==> config.mk <==
export PLATFORM = sky130hd
export DESIGN_NAME = mem_arbiter
export DESIGN_NICKNAME = d
export VERILOG_FILES = /design/src/rtl/mem_arbiter.sv
export SDC_FILE = /design/constraint.sdc
export NUM_CORES = 1
export LEC_CHECK = 0
export ABC_AREA = 1
export ABC_CLOCK_PERIOD_IN_PS = 2200
export CAP_MARGIN = 0
export CORE_MARGIN = 2
export CORE_UTILIZATION = 44
export DETAILED_ROUTE_END_ITERATION = 8
export GPL_ROUTABILITY_DRIVEN = 1
export HOLD_SLACK_MARGIN = 0.05
export PLACE_DENSITY = 0.88
export REMOVE_ABC_BUFFERS = 1
export SLEW_MARGIN = 10
export SYNTH_ARGS = -nofsm -noshare
export SYNTH_HDL_FRONTEND = slang
export SYNTH_SLANG_ARGS = --single-unit
==> constraint.sdc <==
create_clock -name clock -period 2.2 [get_ports clock]
set_input_delay 0.22 -clock clock [delete_from_list [all_inputs] [get_ports clock]]
set_output_delay 0.22 -clock clock [all_outputs]
set_load 0.005 [all_outputs]
==> src/rtl/mem_arbiter.sv <==
// Arbiter for one shared memory port between instruction fetch (IF) and data memory (DM).
// DM wins contention until it has taken STARVE_LIM consecutive grants over a waiting IF.
module mem_arbiter #(
  parameter int unsigned ADDR_W     = 32,
  parameter int unsigned DATA_W     = 32,
  parameter int unsigned STARVE_LIM = 4
) (
  input  logic              clock,
  input  logic              reset,

  input  logic              if_req,
  input  logic [ADDR_W-1:0] if_addr,
  output logic [DATA_W-1:0] if_rdata,
  output logic              if_ready,

  input  logic              dm_req,
  input  logic              dm_we,
  input  logic [ADDR_W-1:0] dm_addr,
  input  logic [DATA_W-1:0] dm_wdata,
  output logic [DATA_W-1:0] dm_rdata,
  output logic              dm_ready,

  output logic              mem_req,
  output logic              mem_we,
  output logic [ADDR_W-1:0] mem_addr,
  output logic [DATA_W-1:0] mem_wdata,
  input  logic [DATA_W-1:0] mem_rdata,
  input  logic              mem_ack,

  output logic              stall_if,
  output logic              stall_mem
);

  localparam logic [3:0] Lim = 4'(STARVE_LIM);

  typedef enum logic [1:0] {StIdle, StBusyIf, StBusyDm} state_e;

  state_e     state;
  logic [3:0] streak;

  logic if_eff;
  logic dm_eff;
  logic grant_if;
  logic grant_dm;

  // A port whose ready pulse is visible this cycle must not be granted again.
  assign if_eff = if_req & ~if_ready;
  assign dm_eff = dm_req & ~dm_ready;

  assign stall_if  = if_eff;
  assign stall_mem = dm_eff;

  always_comb begin
    grant_if = 1'b0;
    grant_dm = 1'b0;
    if (state == StIdle) begin
      if (dm_eff && (!if_eff || (streak < Lim))) begin
        grant_dm = 1'b1;
      end else if (if_eff) begin
        grant_if = 1'b1;
      end
    end
  end

  always_ff @(posedge clock) begin
    if (reset) begin
      state     <= StIdle;
      streak    <= '0;
      mem_req   <= 1'b0;
      mem_we    <= 1'b0;
      mem_addr  <= '0;
      mem_wdata <= '0;
      if_ready  <= 1'b0;
      dm_ready  <= 1'b0;
      if_rdata  <= '0;
      dm_rdata  <= '0;
    end else begin
      if_ready <= 1'b0;
      dm_ready <= 1'b0;
      unique case (state)
        StIdle: begin
          if (grant_dm) begin
            state     <= StBusyDm;
            mem_req   <= 1'b1;
            mem_we    <= dm_we;
            mem_addr  <= dm_addr;
            mem_wdata <= dm_wdata;
            streak    <= if_eff ? (streak + 4'd1) : 4'd0;
          end else if (grant_if) begin
            state    <= StBusyIf;
            mem_req  <= 1'b1;
            mem_we   <= 1'b0;
            mem_addr <= if_addr;
            streak   <= 4'd0;
          end
        end
        StBusyIf: begin
          if (mem_ack) begin
            state    <= StIdle;
            mem_req  <= 1'b0;
            mem_we   <= 1'b0;
            if_ready <= 1'b1;
            if_rdata <= mem_rdata;
          end
        end
        StBusyDm: begin
          if (mem_ack) begin
            state    <= StIdle;
            mem_req  <= 1'b0;
            mem_we   <= 1'b0;
            dm_ready <= 1'b1;
            if (!mem_we) begin
              dm_rdata <= mem_rdata;
            end
          end
        end
        default: state <= StIdle;
      endcase
    end
  end

endmodule

==> results of run 1 <==
==> cells by family (layout without fill, tap and decap cells) <==
logic type,after synthesis,after routing,synth area share (%)
adders and majority gates,5,5,1.14
AOI/OAI and AO/OA,168,168,15.3
and+or+nand+nor,327,327,22.8
DFF,138,138,50.2
xor gates and xnor gates,1,1,0.159
buffers and inverters,130,393,10.4
other,0,2,0
==> per-layer routing <==
metal  global-route usage [%]  up-vias  share of wire (%)
met5                        0        -                  0
met1                     26.5     2561                 38
met4                     11.9        0                3.2
li1                         -     2888                  -
met3                     9.78       36                 11
met2                     42.2      259                 48
==> synthesized netlist by cell type (all sizes together) <==
library cell  count
xnor2             1
dfxtp           138
buf              23
clkbuf           24
a21oi            71
o21ai            97
inv              83
nand4             1
nand3             3
nand2           183
ha                5
nor2            139
nor3              1
==> report_power, final <==
part	switching (mW)	internal [mW]	total [mW]
sequential	0.116	2.73	2.84
clock	1.04	1.80	2.85
combinational	0.620	0.776	1.40
total	1.78	5.31	7.09
==> final timing paths <==
check	startpoint	slack, ns	cells past startpoint	end
hold reg to reg	streak[3]$_SDFFE_PP0P_	0.45	2	streak[3]$_SDFFE_PP0P_
setup reg to reg	state[0]$_SDFFE_PP0P_	0.53	8	dm_rdata[25]$_SDFFE_PP0P_
setup / recovery	dm_ready$_SDFF_PP0_	0.48	4	stall_mem
hold / removal	dm_wdata[15]	0.37	3	mem_wdata[15]$_SDFFE_PP0P_
==> flip-flops by register name (all words and copies together) (netlist names) <==
register / cells
dm_rdata: 32
dm_ready: 1
if_rdata: 32
if_ready: 1
mem_addr: 32
mem_req: 1
mem_wdata: 32
mem_we: 1
state: 2
streak: 4
==> worst reg2reg max path, stage by stage, from the launching register on <==
cell     delay (ns)
dfxtp_1        0.38
inv_1          0.08
ha_1           0.20
nand2_1        0.11
nor2_2         0.05
inv_1          0.33
buf_4          0.27
nor2_1         0.06
nor2_1         0.12
==> metrics by stage <==
stage | worst slack, ns | TNS, ns
finish | 0.477 | 0
global route | 0.362 | 0
CTS | 0.454 | 0
detailed placement | 0.361 | 0
global placement | 0.446 | 0
floorplan | -0.149 | -4.75
==> area by class of cell <==
class | instances | area, µm² | share of cell area [%]
flip-flops and latches | 138 | 2760 | 31.2
repair buffers | 278 | 2790 | 31.6
diodes | 2 | 5.00 | 0.0566
well taps | 168 | 210 | 2.38
inverters | 83 | 312 | 3.52
clock buffers | 20 | 447 | 5.05
clock inverters | 12 | 146 | 1.65
multi-input cells | 501 | 2170 | 24.6
==> impl_summary.md, run 1 <==
Outcome
The flow ran to the end, and the final reports show no timing, DRC or antenna violations.

Die
The number of core rows is 40. After floorplanning, the core was sized to cover 12100 µm². The number of top-level pins is 268. Once the floorplan was initialized, standard cells occupied 45.5% of the core. The vertical extent of the die is 116 µm.

The die outline area is 13400 µm². The die is 116 µm wide.

CTS
No sink is reached through more buffers than the 2 on the longest clock path. The H-tree was split into 4 levels. In this run the post-CTS setup repair buffer count came out at 0. CTS placed an instance of clkbuf_16 at the clock tree root.

The clock reaches the later pin of the worst-skew pair after 0.41 ns. The number of gates resized after cts is 0. The clock transition time at the flip-flop clock pins of the worst setup and hold paths is 0.06 ns.

The clock tree from TritonCTS is yes. The number of buffers added to fix hold violations after cts is 0. The clock sink count is 138. TritonCTS created 17 clock buffers.

Worst setup path
The delay of the slowest cell on the worst path is 0.52 ns. The number of buffer and inverter instances along the worst setup path is 3. The sort of element at the start of the critical path is a register. The worst setup path is captured at an output pin. The data arrival time of the worst path is 1.50 ns. Along the worst path, the maximum fanout reaches 4.

The critical path goes through inv_1 > nand2_1 > inv_2 > clkdlybuf4s50_1. Grouping stages by cell kind, the critical path spends the most delay in buffers and inverters. The largest individual stage delay along the critical path comes from the cell clkdlybuf4s50_1. The required time reported for the critical path endpoint is 1.98 ns. The start-to-end type of the worst setup path is reg -> out.

Timing
The actual slew at the worst max-slew pin is 0.578 ns. The relative slew slack is 61.4%. Setup repair after global routing left no endpoint under its margin.

The post-layout minimum cycle time is 1.72 ns. Setup violations remaining at the end of the flow were counted as 0. The number of max-slew violations in the final report is 0.

Of the available clock period, the critical path in the final layout requires 78.3%. The total count of hold-check failures in the final report is 0. The worst hold slack across all endpoints is 0.366 ns. The worst-case clock skew is 0.00465 ns. Static timing analysis puts the maximum clock frequency at 0.580 GHz.

Finish
The net count of the finished layout is 1158. Relative to the synthesized area, the layout overhead comes to 60.7%. The utilization after layout is 73.1%. The library cells used most frequently in the layout, excluding fill and tap cells, are clkdlybuf4s50_1, nand2_1, dfxtp_1. The most common cell after layout, fill and taps aside is clkdlybuf4s50_1.

The area of all placed cells without fillers is 8850 µm². The filler cells instantiated in the layout total 943. Cells with a size suffix above 1 make up 5.14% of the layout. The number of standard cells in the final layout excluding fillers is 1202.

Detailed routing
The number of vias after detailed routing is 5744. For this run, design rule violations remaining after detail routing come to 0. The final wirelength is 16300 µm. The first TritonRoute pass finished after 5 iterations. The average wire per cell in the routed design is 13.6 µm. In this run, the number of DRC markers left after iteration 0 of detailed routing was 348. After detailed routing, the number of vias per cell comes to 4.78. Once detail routing completed, the nets flagged for antenna violations numbered 0.

Yosys
The cell taking the most area after synthesis is dfxtp_1. The synthesized design devotes to its leading area cell type 50.2% of total area. The synthesized area per cell is 7.16 µm².

In this run the cell area of the synthesized design comes to 5510 µm². After synthesis the netlist holds a flip-flop and latch count of 138. The count of different cell masters after synthesis is 22.

Synthesis produced a netlist whose cell count is 769. By area the synthesized netlist is led by dfxtp_1, nand2_1, nor2_1, o21ai_0, a21oi_1. The share of synthesized area occupied by flip-flops and latches is 50.2%. Yosys printed 0 warnings.

Flow run
Max-cap violations in this run came to 0.

Placement
The congestion estimate from routability-driven global placement came to 0.796. The post-placement cell area is 8250 µm². The wire-length estimate of the detail-placed layout is 11500 µm. The number of placed instances with taps included is 1168. The number of buffers inserted by port buffering is 267.

GRT
Global routing used 24.6% of the available tracks. The number of global-route vias before repair is 5595. The initial antenna violation count is 1. The maximum number of pins on one net before global-route repair is 68. After global routing the overflow that remains totals 0. The first-pass GRT wire length is 25900 µm.

Power
The completed layout was analyzed and its total power is 7.09 mW. Summed over all cells, the static leakage comes to 3.84 nW. Power spread over the standard cell area amounts to 801 nW/µm². The worst voltage drop across the vdd grid is 0.443 mV.

Min path
The type of the most critical hold path is in -> reg.
No activity file was read; power rests on OpenSTA's default activity.
==> inputs of run 2 (changes only) <==
--- a/config.mk
+++ b/config.mk
@@ -6,14 +6,14 @@
 export NUM_CORES = 1
 export LEC_CHECK = 0
 export ABC_AREA = 1
-export ABC_CLOCK_PERIOD_IN_PS = 2200
+export ABC_CLOCK_PERIOD_IN_PS = 1800
 export CAP_MARGIN = 0
 export CORE_MARGIN = 2
-export CORE_UTILIZATION = 44
+export CORE_UTILIZATION = 41
 export DETAILED_ROUTE_END_ITERATION = 8
 export GPL_ROUTABILITY_DRIVEN = 1
 export HOLD_SLACK_MARGIN = 0.05
-export PLACE_DENSITY = 0.88
+export PLACE_DENSITY = 0.83
 export REMOVE_ABC_BUFFERS = 1
 export SLEW_MARGIN = 10
 export SYNTH_ARGS = -nofsm -noshare
==> constraint.sdc (replaced) <==
create_clock -name clock -period 1.8 [get_ports clock]
set_input_delay 0.18 -clock clock [delete_from_list [all_inputs] [get_ports clock]]
set_output_delay 0.18 -clock clock [all_outputs]
set_load 0.005 [all_outputs]
==> run 2 against run 1 <==
Effect of this change:
- clock-buffer cell count rose by 3
- worst hold slack lost 0.047 ns
- cell area grew 1.0%
- sequential cell count is the same
- power is 25% higher
- setup slack worse by 0.31 ns
- clock power up 27%
- wire length fell by 2.1%
- sequential power up 22%
- first-iteration DRC count is 24% higher
- largest power group unchanged
- highest routed layer unchanged
==> impl_summary.md, run 2 (same netlist as run 1, synthesis figures left out) <==
Outcome
The flow ran to the end, and the final reports show no timing, DRC or antenna violations.

Min path
The capture endpoint of the worst hold path is mem_wdata[24]$_SDFFE_PP0P_. Counting instances, the worst hold path has a depth of 3. The type of the most critical hold path is in -> reg. The worst hold path begins at dm_wdata[24].

Detailed routing
The remaining antenna violation count after routing is 0. Dividing the detail-routed wire length by the instance count gives 13.2 µm. Detailed routing inserted a total of 5660 vias. The pre-antenna-repair detailed-routing pass consisted of 4 iterations. The final wirelength is 16000 µm. The number of vias per cell is 4.67. The DRC violation count after routing is 0. The detailed router finished its first iteration with 430 violations.

Finish
The layout-stage area growth over the synthesis result is 62.4%. The final net count is 1160. The most common cell after layout, fill and taps aside is clkdlybuf4s50_1. Excluding fillers, the count of instances in the completed layout stands at 1211. Leaving out fill and tap cells, the most frequent cells in the layout are clkdlybuf4s50_1, nand2_1, dfxtp_1. The fraction of final layout cells with drive strength greater than 1 is 5.32%.

CTS
In this run the clock root is driven by a clkbuf_16. The clock transition time at the flip-flop clock pins of the worst setup and hold paths is 0.06 ns. The clock tree from TritonCTS is yes.

In this run the deepest clock path goes through 2 buffers. In this run, CTS created clock tree buffers numbering 17. The number of buffers added to fix hold violations after cts is 0. The worst-skew pair later-pin latency is 0.41 ns. The clock sink count is 138. The H-tree was split into 4 levels.

Power
VDD sags by at most 0.540 mV. Summed over all cells, the static leakage comes to 3.87 nW. In this run the power density over the cells is 987 nW/µm². The overall power is 8.83 mW.

Placement
The placer's final routability congestion estimate is 0.822. After detailed placement, the design holds a cell count of 1178. In this run the tool buffered the top-level ports with 267 buffer cells. The placed wire-length estimate after detailed placement is 11100 µm.

GRT
The initial antenna violation count is 1. The number of global-route vias before repair came to 5417. The maximum number of pins on one net before global-route repair is 66.

The remaining global-route overflow is 0. For this run, the total global-route usage over all layers was measured as 22.5%. The first-pass GRT wire length is 25800 µm.

Timing
Setup violations remaining at the end of the flow were counted as 0. The total count of hold-check failures in the final report came to 0. The number of max-slew violations in the final report was 0.

The actual slew at the worst max-slew pin is 0.427 ns. Summed over all failing endpoints, the final setup total negative slack is 0 ns. The post-route clock period utilization is 91.0%. The relative slew slack is 71.5%. Timing would allow up to 0.611 GHz.

The post-layout minimum cycle time is 1.64 ns. Setup repair after global routing left no endpoint under its margin. The worst-case clock skew is 0.00923 ns.

Worst setup path
In this run the critical register-to-register path is launched from state[0]$_SDFFE_PP0P_. The endpoint identified for the worst register-to-register timing path is mem_addr[12]$_SDFFE_PP0P_. STA classifies the critical path startpoint as a register. The setup check on the worst reg-to-reg path leaves a slack of 0.24 ns.

The start-to-end type of the worst setup path is reg -> out. The peak fanout along the critical path is 4. The cell with the biggest individual delay on the critical path is clkdlybuf4s50_1.

STA puts the critical path data arrival time at 1.46 ns. Measured in cells, the most critical reg-to-reg path has a length of 7. The critical path goes through nor2_4 > clkdlybuf4s50_1. STA classifies the critical path endpoint as an output pin.

The delay of the slowest cell on the worst path is 0.53 ns. The required time reported for the critical path endpoint is 1.62 ns.

Die
The die covers 14400 µm². The die boundary width is 120 µm. 268 I/O pins were placed. Once the floorplan was initialized, standard cells occupied 41.7% of the core. The number of core rows is 42. The vertical extent of the die is 120 µm. The area of the placeable core is 13200 µm².

Flow run
The tool flagged a number of max-cap violations equal to 0.
[run 2: worst max path at each step]
| stage | from | to | slack, ns |
|---|---|---|---|
| global placement | if_req | mem_wdata[13]$_SDFFE_PP0P_ | 0.10 |
| CTS | state[0]$_SDFFE_PP0P_ | mem_wdata[3]$_SDFFE_PP0P_ | 0.13 |
| finish | if_ready$_SDFF_PP0_ | stall_if | 0.16 |
| detailed placement | if_req | mem_wdata[17]$_SDFFE_PP0P_ | 0.05 |
| global route | if_ready$_SDFF_PP0_ | stall_if | 0.10 |
| floorplan | state[0]$_SDFFE_PP0P_ | dm_rdata[31]$_SDFFE_PP0P_ | -0.55 |
[run 2: metrics by stage]
step | util (%) | setup slack (ns) | area [µm²] | hold slack (ns)
after CTS | 67.7 | 0.127 | 8940 | 0.299
after floorplan | - | -0.549 | 5250 | 0.249
after global placement | 63.0 | 0.102 | 8310 | 0.439
after detailed placement | 63.0 | 0.0511 | 8310 | 0.447
final | 67.8 | 0.163 | 8940 | 0.318
after global routing | 67.8 | 0.101 | 8940 | 0.326
[run 2: timing repair]
action                     in CTS  in global routing
setup endpoints to repair       0                  1
gates resized for setup         0                  2
setup buffers                   0                  0
[run 2: layout make-up]
class | count | area (µm²)
diodes | 1 | 2.50
fillers | 1093 | 4250
flip-flops and latches | 138 | 2760
clock inverters | 9 | 135
clock buffers | 23 | 488
inverters | 83 | 314
repair buffers | 280 | 2850
well taps | 176 | 220
multi-input cells | 501 | 2170
[run 2: worst max-delay path: cells and delay by family (launching register included)]
kind	cells	cell delay, ns
buffers and inverters	1	0.53
DFF	1	0.35
and+or+nand+nor	1	0.17
[run 2: where the power goes]
part	leakage, nW	internal [mW]	switching (mW)
Combinational	2.44	0.965	0.765
Sequential	1.13	3.33	0.141
Clock	0.296	2.33	1.29
[run 2: per-layer routing]
metal  GRT usage [%]  vias up  routed length [µm]  share of wire, %
li1                -     2887                   -                 -
met1            25.1     2498                6450                40
met2            38.3      251                7660                48
met3            9.41       24                1550               9.7
met4            8.68        0                 295               1.8
met5               0        -                   0                 0
